==> src/rtl/bus_arbiter_pkg.sv <==
// Shared bus definitions for the SoC bus arbiter.
//   - bus_owner_t / BUS_OWNER_MASTER_0..3 : owner index encoding (BUS_OWNER_BUS is [1:0])
//   - BUS_MASTER_CH                       : number of bus masters
//   - ENABLE_ / DISABLE_                  : active-low grant levels
//   - owner_onehot()                      : owner index -> active-high one-hot vector
package bus_arbiter_pkg;

  localparam int BUS_MASTER_CH = 4;

  typedef logic [1:0] bus_owner_t;

  localparam bus_owner_t BUS_OWNER_MASTER_0 = 2'h0;
  localparam bus_owner_t BUS_OWNER_MASTER_1 = 2'h1;
  localparam bus_owner_t BUS_OWNER_MASTER_2 = 2'h2;
  localparam bus_owner_t BUS_OWNER_MASTER_3 = 2'h3;

  // Grant strobes are active-low.
  localparam logic ENABLE_  = 1'b0;
  localparam logic DISABLE_ = 1'b1;

  function automatic logic [BUS_MASTER_CH-1:0] owner_onehot(input bus_owner_t owner);
    logic [BUS_MASTER_CH-1:0] onehot;
    case (owner)
      BUS_OWNER_MASTER_0: onehot = 4'b0001;
      BUS_OWNER_MASTER_1: onehot = 4'b0010;
      BUS_OWNER_MASTER_2: onehot = 4'b0100;
      BUS_OWNER_MASTER_3: onehot = 4'b1000;
      default:            onehot = 4'b0001;
    endcase
    return onehot;
  endfunction

endpackage

==> src/rtl/bus_arb_rr_pick.sv <==
// Combinational round-robin next-owner selection.
//   req          : active-high request vector, one bit per master
//   owner        : current owner index
//   force_rotate : ignore the owner's own request and search onward from owner+1
//   next_owner   : owner index to register on the next edge
// Search order is owner+1, owner+2, owner+3, owner (mod 4); with no request the
// current owner is returned so the bus parks on it.
module bus_arb_rr_pick
  import bus_arbiter_pkg::*;
(
  input  logic [BUS_MASTER_CH-1:0] req,
  input  bus_owner_t               owner,
  input  logic                     force_rotate,
  output bus_owner_t               next_owner
);

  // cand[k] is the k-th index examined; cand[3] wraps back to the owner itself,
  // so the owner is only re-selected when nobody else is asking.
  bus_owner_t               cand [BUS_MASTER_CH];
  logic [BUS_MASTER_CH-1:0] rot_req;

  genvar gi;
  generate
    for (gi = 0; gi < BUS_MASTER_CH; gi++) begin : g_rot
      assign cand[gi]    = owner + bus_owner_t'(gi + 1);
      assign rot_req[gi] = req[cand[gi]];
    end
  endgenerate

  always_comb begin
    next_owner = owner;
    if (!(req[owner] && !force_rotate)) begin
      // Descending scan so the earliest candidate in rotation order wins.
      for (int k = BUS_MASTER_CH - 1; k >= 0; k--) begin
        if (rot_req[k]) begin
          next_owner = cand[k];
        end
      end
    end
  end

endmodule

==> src/rtl/bus_arbiter.sv <==
// Four-master round-robin, non-preemptive bus arbiter.
//   clk          : system clock, rising edge
//   reset        : asynchronous, active-low
//   mN_req_n     : master N bus request, active-low
//   mN_grnt_n    : master N grant, active-low; exactly one is low at all times
//   bus_owner    : current owner index, select for the master-side bus mux
// Optional feature macro BUS_ARB_TIMEOUT_EN: a hold counter forces rotation once
// the owner has kept the bus for MAX_HOLD cycles while another master waits.
// Grants are decoded only from the owner register, so there is no combinational
// path from any request to any grant.
module bus_arbiter
  import bus_arbiter_pkg::*;
#(
  parameter int MAX_HOLD   = 16,
  parameter int HOLD_CNT_W = 16
) (
  input  logic       clk,
  input  logic       reset,
  input  logic       m0_req_n,
  input  logic       m1_req_n,
  input  logic       m2_req_n,
  input  logic       m3_req_n,
  output logic       m0_grnt_n,
  output logic       m1_grnt_n,
  output logic       m2_grnt_n,
  output logic       m3_grnt_n,
  output logic [1:0] bus_owner
);

  if (MAX_HOLD < 2 || MAX_HOLD > 65535 || HOLD_CNT_W < 2 ||
      (longint'(1) << HOLD_CNT_W) <= longint'(MAX_HOLD)) begin : g_bad_cfg
    $error("bus_arbiter: illegal MAX_HOLD / HOLD_CNT_W combination");
  end

  logic [BUS_MASTER_CH-1:0] req;
  logic [BUS_MASTER_CH-1:0] owner_oh;
  logic [BUS_MASTER_CH-1:0] grnt_n;
  bus_owner_t               owner_reg;
  bus_owner_t               next_owner;
  logic                     force_rotate;

  assign req      = ~{m3_req_n, m2_req_n, m1_req_n, m0_req_n};
  assign owner_oh = owner_onehot(owner_reg);

`ifdef BUS_ARB_TIMEOUT_EN
  localparam logic [HOLD_CNT_W-1:0] HOLD_LAST = HOLD_CNT_W'(MAX_HOLD - 1);

  logic [HOLD_CNT_W-1:0] hold_cnt_reg;
  logic                  others_req;

  assign others_req   = |(req & ~owner_oh);
  assign force_rotate = (hold_cnt_reg == HOLD_LAST) && others_req;

  // Counts consecutive kept-with-request edges; saturates so a lone owner keeps
  // the bus and is preempted on the first edge another master shows up.
  always_ff @(posedge clk or negedge reset) begin
    if (!reset) begin
      hold_cnt_reg <= '0;
    end else if ((next_owner != owner_reg) || !req[owner_reg]) begin
      hold_cnt_reg <= '0;
    end else if (hold_cnt_reg != HOLD_LAST) begin
      hold_cnt_reg <= hold_cnt_reg + 1'b1;
    end
  end
`else
  assign force_rotate = 1'b0;
`endif

  bus_arb_rr_pick u_pick (
    .req          (req),
    .owner        (owner_reg),
    .force_rotate (force_rotate),
    .next_owner   (next_owner)
  );

  always_ff @(posedge clk or negedge reset) begin
    if (!reset) begin
      owner_reg <= BUS_OWNER_MASTER_0;
    end else begin
      owner_reg <= next_owner;
    end
  end

  genvar gi;
  generate
    for (gi = 0; gi < BUS_MASTER_CH; gi++) begin : g_grant
      assign grnt_n[gi] = owner_oh[gi] ? ENABLE_ : DISABLE_;
    end
  endgenerate

  assign m0_grnt_n = grnt_n[0];
  assign m1_grnt_n = grnt_n[1];
  assign m2_grnt_n = grnt_n[2];
  assign m3_grnt_n = grnt_n[3];
  assign bus_owner = owner_reg;

endmodule

==> config.mk <==
export PLATFORM = sky130hd
export DESIGN_NAME = bus_arbiter
export DESIGN_NICKNAME = d
export VERILOG_FILES = /design/src/rtl/bus_arbiter_pkg.sv /design/src/rtl/bus_arb_rr_pick.sv /design/src/rtl/bus_arbiter.sv
export SDC_FILE = /design/constraint.sdc
export NUM_CORES = 1
export LEC_CHECK = 0
export ABC_CLOCK_PERIOD_IN_PS = 4400
export BUFFER_PORTS_ARGS = -buffer_cell sky130_fd_sc_hd__buf_2
export CAP_MARGIN = 20
export CORE_AREA = 2 2 39 41
export CTS_CLUSTER_DIAMETER = 30
export DETAILED_ROUTE_END_ITERATION = 10
export DIE_AREA = 0 0 41 43
export HOLD_SLACK_MARGIN = 0.08
export SYNTH_ARGS = -nofsm -noshare
export SYNTH_HDL_FRONTEND = slang
export SYNTH_SLANG_ARGS = --single-unit
==> constraint.sdc <==
create_clock -name clk -period 4.4 [get_ports clk]
set_clock_uncertainty 0.15 [all_clocks]
set_input_delay 0.88 -clock clk [delete_from_list [all_inputs] [get_ports clk]]
set_output_delay 0.88 -clock clk [all_outputs]
set_load 0.05 [all_outputs]
==> key figures, run 1 <==
Run status
  – Status: complete, no violations

CTS
  – CTS tree: done
  – CTS Hold Bufs: 0
  – Number of post-CTS setup repair buffers: 0
  – Clock root buffer: clkbuf_4
  – Worst skew pair latency: 0.22 ns
  – Worst-path clk slew: 0.03 ns
  – Max clock buf depth: 2
  – Num CTS Buffers: 3
  – H-Tree Level Count: 1
  – Number of gates resized after cts: 0
  – TritonCTS Sinks: 2

Timing
  – Final worst path period need: 2.40 ns
  – Final hold vios: 0
  – RSZ-0062 raised after global routing: false
  – Setup_tns: 0 ns
  – Final setup vio count: 0
  – Fin. max-slew vios: 0
  – Rel. slew slack: 0.769
  – Peak Freq: 417 MHz
  – Fin crit share: 0.545
  – Worst-margin pin slew: 0.346 ns

Layout
  – Filler Cell Count: 164
  – Most frequent cells in the layout: buf_2, inv_1, nand2_1, ha_1
  – Final #Nets: 62
  – Multi-input logic area: 208 um^2
  – N_diodes: 0
  – Area delta synth->final: 32.6%
  – Register cell area after layout: 50.0 um^2
  – Largest register FFs: 2
  – Fraction of layout cells with a size suffix above 1: 0.380
  – Commonest non-fill, non-tap cell in the layout: buf_2

Logic synthesis
  – Mapped Cells: 37
  – Sequential fraction of the synthesis area: 0.174
  – Cell taking the most area after synthesis: dfrtp_1
  – Top post-synthesis cells by area: dfrtp_1, ha_1, inv_1, mux4_2, nand2_1
  – Syn nets: 47
  – Flops & latches, synth: 2
  – Synth top area share: 0.174
  – Post-synth cell types: 18
  – Mean Syn Cell Area: 7.78 um^2
  – Post-synthesis cell area: 288 um^2
  – Synth warnings: 0

Placed design
  – Detail Placement HPWL: 482 um
  – Port bufs: 11
  – RD Place Congestion: 0.819

Die
  – Num ports: 12
  – Die area: 0.00176 mm^2
  – Placeable core area: 0.00138 mm^2
  – Starting Density: 0.208
  – Die Span Y: 43 um
  – Die W: 41 um
  – # rows: 14

Setup path
  – Nature of the critical path endpoint: output pin
  – CP startpoint: bus_owner[0]
  – Crit path arrival time: 1.37 ns
  – WS Path Type: reg -> out
  – Setup crit start kind: flop
  – Largest fanout on the critical path: 9
  – CP required: 3.37 ns
  – Worst r2r src: bus_owner[0]

Route
  – Iteration-0 DRC count of the detailed router: 4
  – WL final: 628 um
  – DRT antenna net count: 0
  – Vias: 291
  – DR pass1 iterations: 4
  – DRC errors left: 0
  – Vias per inst: 4.41
  – Routed WL per cell: 9.52 um

Global routing
  – Antenna violations before repair: 0
  – Number of global-route vias before repair: 225
  – GR Util All Layers: 0.0812
  – Largest net degree at the start of global routing: 11
  – Total grt overflow: 0
  – First-pass GRT wire length: 917 um

Flow run
  – Max-cap violations: 0

Worst hold path
  – Hold Crit Class: in -> async
==> worst max-delay path: stages, from the launching register on <==
cell and delay (ns):
dfrtp_1 0.51, inv_1 0.13, ha_1 0.21, inv_1 0.04, buf_2 0.24
==> Yosys cell counts, drive strengths merged <==
| cell type | instances |
|---|---|
| a31o | 1 |
| mux2 | 1 |
| a311oi | 1 |
| ha | 4 |
| dfrtp | 2 |
| inv | 7 |
| mux2i | 1 |
| nand2b | 1 |
| a21oi | 3 |
| o21ai | 5 |
| o211ai | 2 |
| mux4 | 1 |
| nand3 | 1 |
| nand2 | 6 |
| clkbuf | 1 |
==> path summary, 6_finish.rpt <==
kind / cells after the start / slack, ns / end
worst min-delay path: 1 / 0.28 / bus_owner[0]
worst min register to register: 1 / 0.52 / bus_owner[0]
max in group asynchronous: 1 / 3.72 / bus_owner[1]
min in group clk: 1 / 0.52 / bus_owner[0]
worst max-delay path: 4 / 2.00 / m0_grnt_n
worst max register to register: 6 / 2.55 / bus_owner[1]
==> metal layers <==
layer / global-route usage / vias to the layer above / wire length [um]
met1: 0.106 / 125 / 292
met3: 0 / 0 / 49
met2: 0.103 / 11 / 286
li1: - / 155 / -
met5: 0 / - / 0
met4: 0.100 / 0 / 0
==> cells by family after synthesis <==
group / synth area share
flip-flops: 0.174
AO/OA/AOI/OAI: 0.278
buffers and inverters: 0.104
adder cells (fa/ha/maj): 0.174
AND/OR/NAND/NOR: 0.117
multiplexers: 0.152
==> stage by stage <==
stage	std cells	utilization	hold WS, ns	setup slack, ns	instance area (um^2)
2_1_floorplan	37	-	0.434	1.88	288
3_3_place_gp	63	0.259	0.505	2.25	359
3_5_place_dp	63	0.259	0.517	2.21	359
4_1_cts	66	0.276	0.272	1.96	382
5_1_grt	66	0.276	0.274	1.89	382
6_report	66	0.276	0.283	2.00	382
==> area by class of cell <==
cell class,instances,share of cell area
Multi-Input combinational cell,27,0.544
Tap cell,16,0.0525
Sequential cell,2,0.131
Inverter,7,0.0689
Clock buffer,3,0.0590
Timing Repair Buffer,11,0.144
Power of run 1 is not shown: default switching activity piles up to over one toggle a cycle in this logic, so the estimate is an artifact.
==> run 2: changes to the inputs <==
--- a/config.mk
+++ b/config.mk
@@ -5,7 +5,7 @@
 export SDC_FILE = /design/constraint.sdc
 export NUM_CORES = 1
 export LEC_CHECK = 0
-export ABC_CLOCK_PERIOD_IN_PS = 4400
+export ABC_CLOCK_PERIOD_IN_PS = 2300
 export BUFFER_PORTS_ARGS = -buffer_cell sky130_fd_sc_hd__buf_2
 export CAP_MARGIN = 20
 export CORE_AREA = 2 2 39 41
==> constraint.sdc (replaced) <==
create_clock -name clk -period 2.3 [get_ports clk]
set_clock_uncertainty 0.15 [all_clocks]
set_input_delay 0.46 -clock clk [delete_from_list [all_inputs] [get_ports clk]]
set_output_delay 0.46 -clock clk [all_outputs]
set_load 0.05 [all_outputs]
==> run 2 against run 1 <==
Core utilization is 0.72 points higher; via count is 1.4% higher; global-route usage is 0.20 points higher; largest cell class unchanged; highest routed layer unchanged.
==> key figures, run 2 (synthesis results as in run 1) <==
Run status
  – Status: complete, no violations

Setup path
  – CP startpoint: bus_owner[0]
  – R2R Setup Slk: 0.46 ns (-2.09 ns)
  – Setup crit start kind: flop
  – Crit path arrival time: 1.37 ns (about the same)
  – CP max-delay cell: dfrtp_1
  – Reg-to-Reg End: bus_owner[1]
  – CP required: 1.69 ns (-1.68 ns)
  – Largest stage delay, worst path: 0.51 ns (about the same)
  – Largest fanout on the critical path: 9 (unchanged)
  – Critical path cell sequence: inv_1, ha_1, inv_1, buf_2
  – CP most frequent cell: inv_1
  – WS Path Type: reg -> out
  – Critical Path End: m0_grnt_n
  – Reg2reg path depth: 6 (unchanged)
  – Nature of the critical path endpoint: output pin
  – Worst r2r src: bus_owner[0]

Timing
  – Final setup vio count: 0 (unchanged)
  – Final worst path period need: 1.98 ns
  – Setup_tns: 0 ns (unchanged)
  – Fin crit share: 0.860
  – Fin. max-slew vios: 0 (unchanged)
  – Rel. slew slack: 0.768 (-0.000966)
  – Peak Freq: 506 MHz
  – Worst-margin pin slew: 0.348 ns (+0.00145 ns)
  – RSZ-0062 raised after global routing: false
  – Final hold vios: 0 (unchanged)

Die
  – Die Span Y: 43 um (unchanged)
  – Num ports: 12 (unchanged)
  – Starting Density: 0.208 (unchanged)
  – Die area: 0.00176 mm^2 (unchanged)
  – Placeable core area: 0.00138 mm^2 (unchanged)
  – Die W: 41 um (unchanged)
  – # rows: 14 (unchanged)

Route
  – Met2 WL: 280 um (-2.1%)
  – Vias per inst: 4.40 (-0.14%)
  – Top routing layer in use: met3
  – DRC errors left: 0 (unchanged)
  – Iteration-0 DRC count of the detailed router: 0 (-4)
  – Wl on met1: 299 um (+2.4%)
  – WL final: 622 um (-0.96%)
  – Routed wl met3: 42 um (-14%)
  – DR pass1 iterations: 1 (-3)
  – Vias: 295 (+1.4%)
  – DRT antenna net count: 0 (unchanged)
  – Routed WL per cell: 9.28 um (-2.4%)

CTS
  – CTS tree: done
  – Worst-path clk slew: 0.03 ns (about the same)
  – TritonCTS Sinks: 2 (unchanged)
  – Number of gates resized after cts: 0 (unchanged)
  – Clock root buffer: clkbuf_4
  – Max clock buf depth: 2 (unchanged)
  – H-Tree Level Count: 1 (unchanged)
  – Number of post-CTS setup repair buffers: 0 (unchanged)
  – CTS Hold Bufs: 1 (+1)
  – Worst skew pair latency: 0.22 ns (about the same)
  – Num CTS Buffers: 3 (unchanged)

Placed design
  – RD Place Congestion: 0.821 (+0.23%)
  – Placed cell areas: 359 um^2 (unchanged)
  – Detail Placement HPWL: 491 um (+1.9%)
  – Port bufs: 11 (unchanged)

Global routing
  – Largest net degree at the start of global routing: 11 (unchanged)
  – GR Util All Layers: 0.0832 (+0.00201)
  – Number of global-route vias before repair: 251 (+12%)
  – First-pass GRT wire length: 993 um (+8.3%)
  – Total grt overflow: 0 (unchanged)
  – Antenna violations before repair: 0 (unchanged)

Worst hold path
  – Hold Crit Class: in -> async

Layout
  – Largest register FFs: 2 (unchanged)
  – Final #Nets: 63 (+1.6%)
  – Area delta synth->final: 36.1%
  – Fraction of layout cells with a size suffix above 1: 0.373 (-0.00745)
  – Commonest non-fill, non-tap cell in the layout: buf_2
  – Final Instance Area: 392 um^2 (+2.6%)
  – Filler Cell Count: 158 (-3.7%)
  – Core Util, Final: 0.283 (+0.00723)
  – Most frequent cells in the layout: buf_2, inv_1, nand2_1, ha_1
  – N_diodes: 0 (unchanged)

Flow run
  – Max-cap violations: 0 (unchanged)
[run 2: changes by cell type in the layout (fill, tap and decap cells not counted)]
| cell | before | now |
|---|---|---|
| dlygate4sd3_1 | 0 | 1 |
[run 2: layout make-up]
type / count / area, um^2 / share of cell area
Clock buffer: 3 / 22.5 / 0.0575
Inverter: 7 / 26.3 / 0.0671
Multi-Input combinational cell: 27 / 208 / 0.530
Sequential cell: 2 / 50.0 / 0.128
Tap cell: 16 / 20.0 / 0.0511
Timing Repair Buffer: 12 / 65.1 / 0.166
[run 2: worst max-delay path: cells and delay by family (launching register included)]
kind	cells	cell delay [ns]
flip-flops	1	0.51
buffers and inverters	3	0.42
adder cells (fa/ha/maj)	1	0.21
[run 2: worst min-delay path by stage]
stage | startpoint | to | slack, ns | cells past startpoint
after floorplan | reset | bus_owner[0] | 0.01 | 0
after detailed placement | reset | bus_owner[0] | 0.10 | 1
final | reset | bus_owner[0] | 0.40 | 2
after global routing | reset | bus_owner[1] | 0.43 | 2
after CTS | reset | bus_owner[0] | 0.40 | 2
after global placement | reset | bus_owner[1] | 0.1 | 1
[run 2: per-stage QoR]
| step | std cells | hold WS, ns | setup slack [ns] |
|---|---|---|---|
| floorplan | 37 | 0.0144 | 0.181 |
| global placement | 63 | 0.0952 | 0.477 |
| detailed placement | 63 | 0.100 | 0.452 |
| CTS | 67 | 0.399 | 0.298 |
| global route | 67 | 0.430 | 0.232 |
| finish | 67 | 0.404 | 0.323 |
[run 2: layer usage]
| metal | GRT usage | up-vias |
|---|---|---|
| li1 | - | 157 |
| met1 | 0.115 | 127 |
| met2 | 0.103 | 11 |
| met3 | 0.0157 | 0 |
| met4 | 0.0733 | 0 |
| met5 | 0 | - |
Power of run 2 is left out for the same reason.
==> run 3: changes to the inputs <==
--- a/config.mk
+++ b/config.mk
@@ -5,7 +5,8 @@
 export SDC_FILE = /design/constraint.sdc
 export NUM_CORES = 1
 export LEC_CHECK = 0
-export ABC_CLOCK_PERIOD_IN_PS = 2300
+export ABC_AREA = 1
+export ABC_CLOCK_PERIOD_IN_PS = 2000
 export BUFFER_PORTS_ARGS = -buffer_cell sky130_fd_sc_hd__buf_2
 export CAP_MARGIN = 20
 export CORE_AREA = 2 2 39 41
==> constraint.sdc (replaced) <==
create_clock -name clk -period 2 [get_ports clk]
set_clock_uncertainty 0.15 [all_clocks]
set_input_delay 0.4 -clock clk [delete_from_list [all_inputs] [get_ports clk]]
set_output_delay 0.4 -clock clk [all_outputs]
set_load 0.05 [all_outputs]
==> run 3 against run 2 <==
First-iteration DRC count grew 1; synthesized area is 28% higher; synthesized cell count rose by 73%.
==> key figures, run 3 <==
Run status
  – Status: complete, no violations

CTS
  – Max clock buf depth: 2 (unchanged)
  – Worst skew pair latency: 0.23 ns (about the same)
  – H-Tree Level Count: 1 (unchanged)
  – Num CTS Buffers: 3 (unchanged)
  – TritonCTS Sinks: 2 (unchanged)
  – CTS tree: done
  – Clock root buffer: clkbuf_4
  – Worst-path clk slew: 0.04 ns (about the same)

Timing
  – Final hold vios: 0 (unchanged)
  – Fin crit share: 0.921
  – Peak Freq: 543 MHz
  – Final setup vio count: 0 (unchanged)
  – Fin. max-slew vios: 0 (unchanged)
  – Rel. slew slack: 0.835 (+0.0668)
  – Worst-margin pin slew: 0.249 ns (-0.0984 ns)
  – Final worst path period need: 1.84 ns
  – RSZ-0062 raised after global routing: false
  – Setup_tns: 0 ns (unchanged)

Die
  – Die Span Y: 43 um (unchanged)
  – Die area: 0.00176 mm^2 (unchanged)
  – Starting Density: 0.267 (+0.0588)
  – Die W: 41 um (unchanged)
  – Num ports: 12 (unchanged)
  – Placeable core area: 0.00138 mm^2 (unchanged)
  – # rows: 14 (unchanged)

Setup path
  – Setup crit start kind: flop
  – Critical path cell sequence: inv_1, ha_1, inv_1, buf_2
  – Largest stage delay, worst path: 0.44 ns (-0.07 ns)
  – Reg2reg path depth: 9 (+3)
  – CP required: 1.45 ns (-0.24 ns)
  – Reg-to-Reg End: bus_owner[0]
  – Largest fanout on the critical path: 7 (-2)
  – WS Path Type: reg -> out
  – Crit path arrival time: 1.29 ns (-0.08 ns)
  – CP max-delay cell: dfrtp_2
  – R2R Setup Slk: 0.30 ns (-0.16 ns)
  – CP most frequent cell: inv_1
  – Worst r2r src: bus_owner[1]
  – Nature of the critical path endpoint: output pin

Logic synthesis
  – Synth top area share: 0.264 (+0.0905)
  – Mapped Cells: 64 (+73%)
  – Most frequent cells after synthesis: nand2_1, inv_1, nand3_1, ha_1
  – Sequential fraction of the synthesis area: 0.136 (-0.0383)
  – Post-synth EDFFs: 0 (unchanged)
  – Post-synthesis cell area: 369 um^2 (+28%)
  – Most common cell in the netlist: nand2_1
  – Cell taking the most area after synthesis: nand2_1
  – Main synth FF type: dfrtp_1
  – Post-synthesis async set-or-reset flop share: 1.00 (unchanged)
  – Synth warnings: 0 (unchanged)
  – Mean Syn Cell Area: 5.77 um^2 (-26%)
  – Post-synth cell types: 15 (-3)
  – Flops & latches, synth: 2 (unchanged)
  – Syn nets: 74 (+57%)
  – Top post-synthesis cells by area: nand2_1, dfrtp_1, ha_1, inv_1, nand3_1

Route
  – Vias: 404 (+37%)
  – Iteration-0 DRC count of the detailed router: 1 (+1)
  – WL final: 743 um (+19%)
  – DR pass1 iterations: 4 (+3)
  – DRT antenna net count: 0 (unchanged)
  – Routed WL per cell: 7.74 um (-17%)
  – Vias per inst: 4.21 (-4.4%)
  – DRC errors left: 0 (unchanged)

Global routing
  – Number of global-route vias before repair: 339 (+35%)
  – GR Util All Layers: 0.102 (+0.0192)
  – Antenna violations before repair: 0 (unchanged)
  – Total grt overflow: 0 (unchanged)
  – First-pass GRT wire length: 1300 um (+31%)
  – Largest net degree at the start of global routing: 10 (-1)

Layout
  – Fraction of layout cells with a size suffix above 1: 0.313 (-0.0600)
  – Largest register FFs: 2 (unchanged)
  – Most frequent cells in the layout: nand2_1, buf_2, inv_1, nand3_1, ha_1
  – Final #Nets: 91 (+44%)
  – Filler Cell Count: 152 (-3.8%)
  – N_diodes: 0 (unchanged)
  – Area delta synth->final: 29.5%
  – Commonest non-fill, non-tap cell in the layout: nand2_1

Worst hold path
  – Hold Crit Class: in -> async

Flow run
  – Max-cap violations: 0 (unchanged)

Placed design
  – RD Place Congestion: 0.722 (-12%)
  – Port bufs: 11 (unchanged)
  – Detail Placement HPWL: 614 um (+25%)
==> run 3: changes by cell type in the layout (fill, tap and decap cells not counted), moves of 2 or more <==
cell,change
nand3_2,+2
o211ai_1,-2
inv_1,+3
nor2_2,+2
nand2_1,+20
nand2_2,+3
nand3_1,+5
==> run 3: cell families (layout without fill, tap and decap cells) <==
logic type	count (synthesis)	after routing	share of synthesized area
compound gates	6	6	0.0915
simple gates	40	40	0.495
fa+ha+maj	4	4	0.136
buf+inv	12	28	0.142
flops	2	2	0.136
==> run 3: routing by layer <==
layer | global-route usage | part of all wire | wire length [um] | up-vias
met4 | 0.0200 | 0 | 0 | 0
met1 | 0.154 | 0.50 | 371 | 166
met3 | 0.0157 | 0.047 | 35 | 0
li1 | - | - | - | 230
met2 | 0.150 | 0.45 | 336 | 8
met5 | 0 | 0 | 0 | -
==> run 3: worst max-delay path by stage <==
stage,to,slack (ns),startpoint
floorplan,m0_grnt_n,0.07,bus_owner[0]
global placement,bus_owner[0],0.28,bus_owner[1]
detailed placement,bus_owner[0],0.32,bus_owner[1]
CTS,m0_grnt_n,0.15,bus_owner[1]
global route,m0_grnt_n,0.06,bus_owner[1]
finish,m0_grnt_n,0.16,bus_owner[1]
==> run 3: repair_timing <==
item	CTS	global route
resized for setup	0	0
hold buffers	1	0
buffers inserted	0	0
hold endpoints to repair	2	0
setup endpoints to repair	0	0
==> run 3: final cells by class <==
type	count	area [um^2]	share of cell area
flip-flops and latches	2	51.3	0.107
clock buffers	4	26.3	0.0550
inverters	11	41.3	0.0864
well taps	16	20.0	0.0419
multi-input cells	50	267	0.558
repair buffers	13	72.6	0.152
==> run 3: stage by stage <==
stage                      util  instances  instance area (um^2)  hold slack, ns  setup WS, ns
final                     0.345         96                   478           0.328         0.159
after global placement    0.319         91                   442          0.0349         0.284
after global routing      0.345         96                   478           0.339        0.0603
after floorplan               -         64                   370         -0.0456        0.0702
after CTS                 0.345         96                   478           0.327         0.150
after detailed placement  0.319         91                   442          0.0354         0.319
==> run 3: critical path: cells and delay by family (launching register included) <==
kind	cells	cell delay, ns
flip-flops	1	0.44
adder cells (fa/ha/maj)	1	0.19
buffers and inverters	3	0.43
Power of run 3 is left out for the same reason.
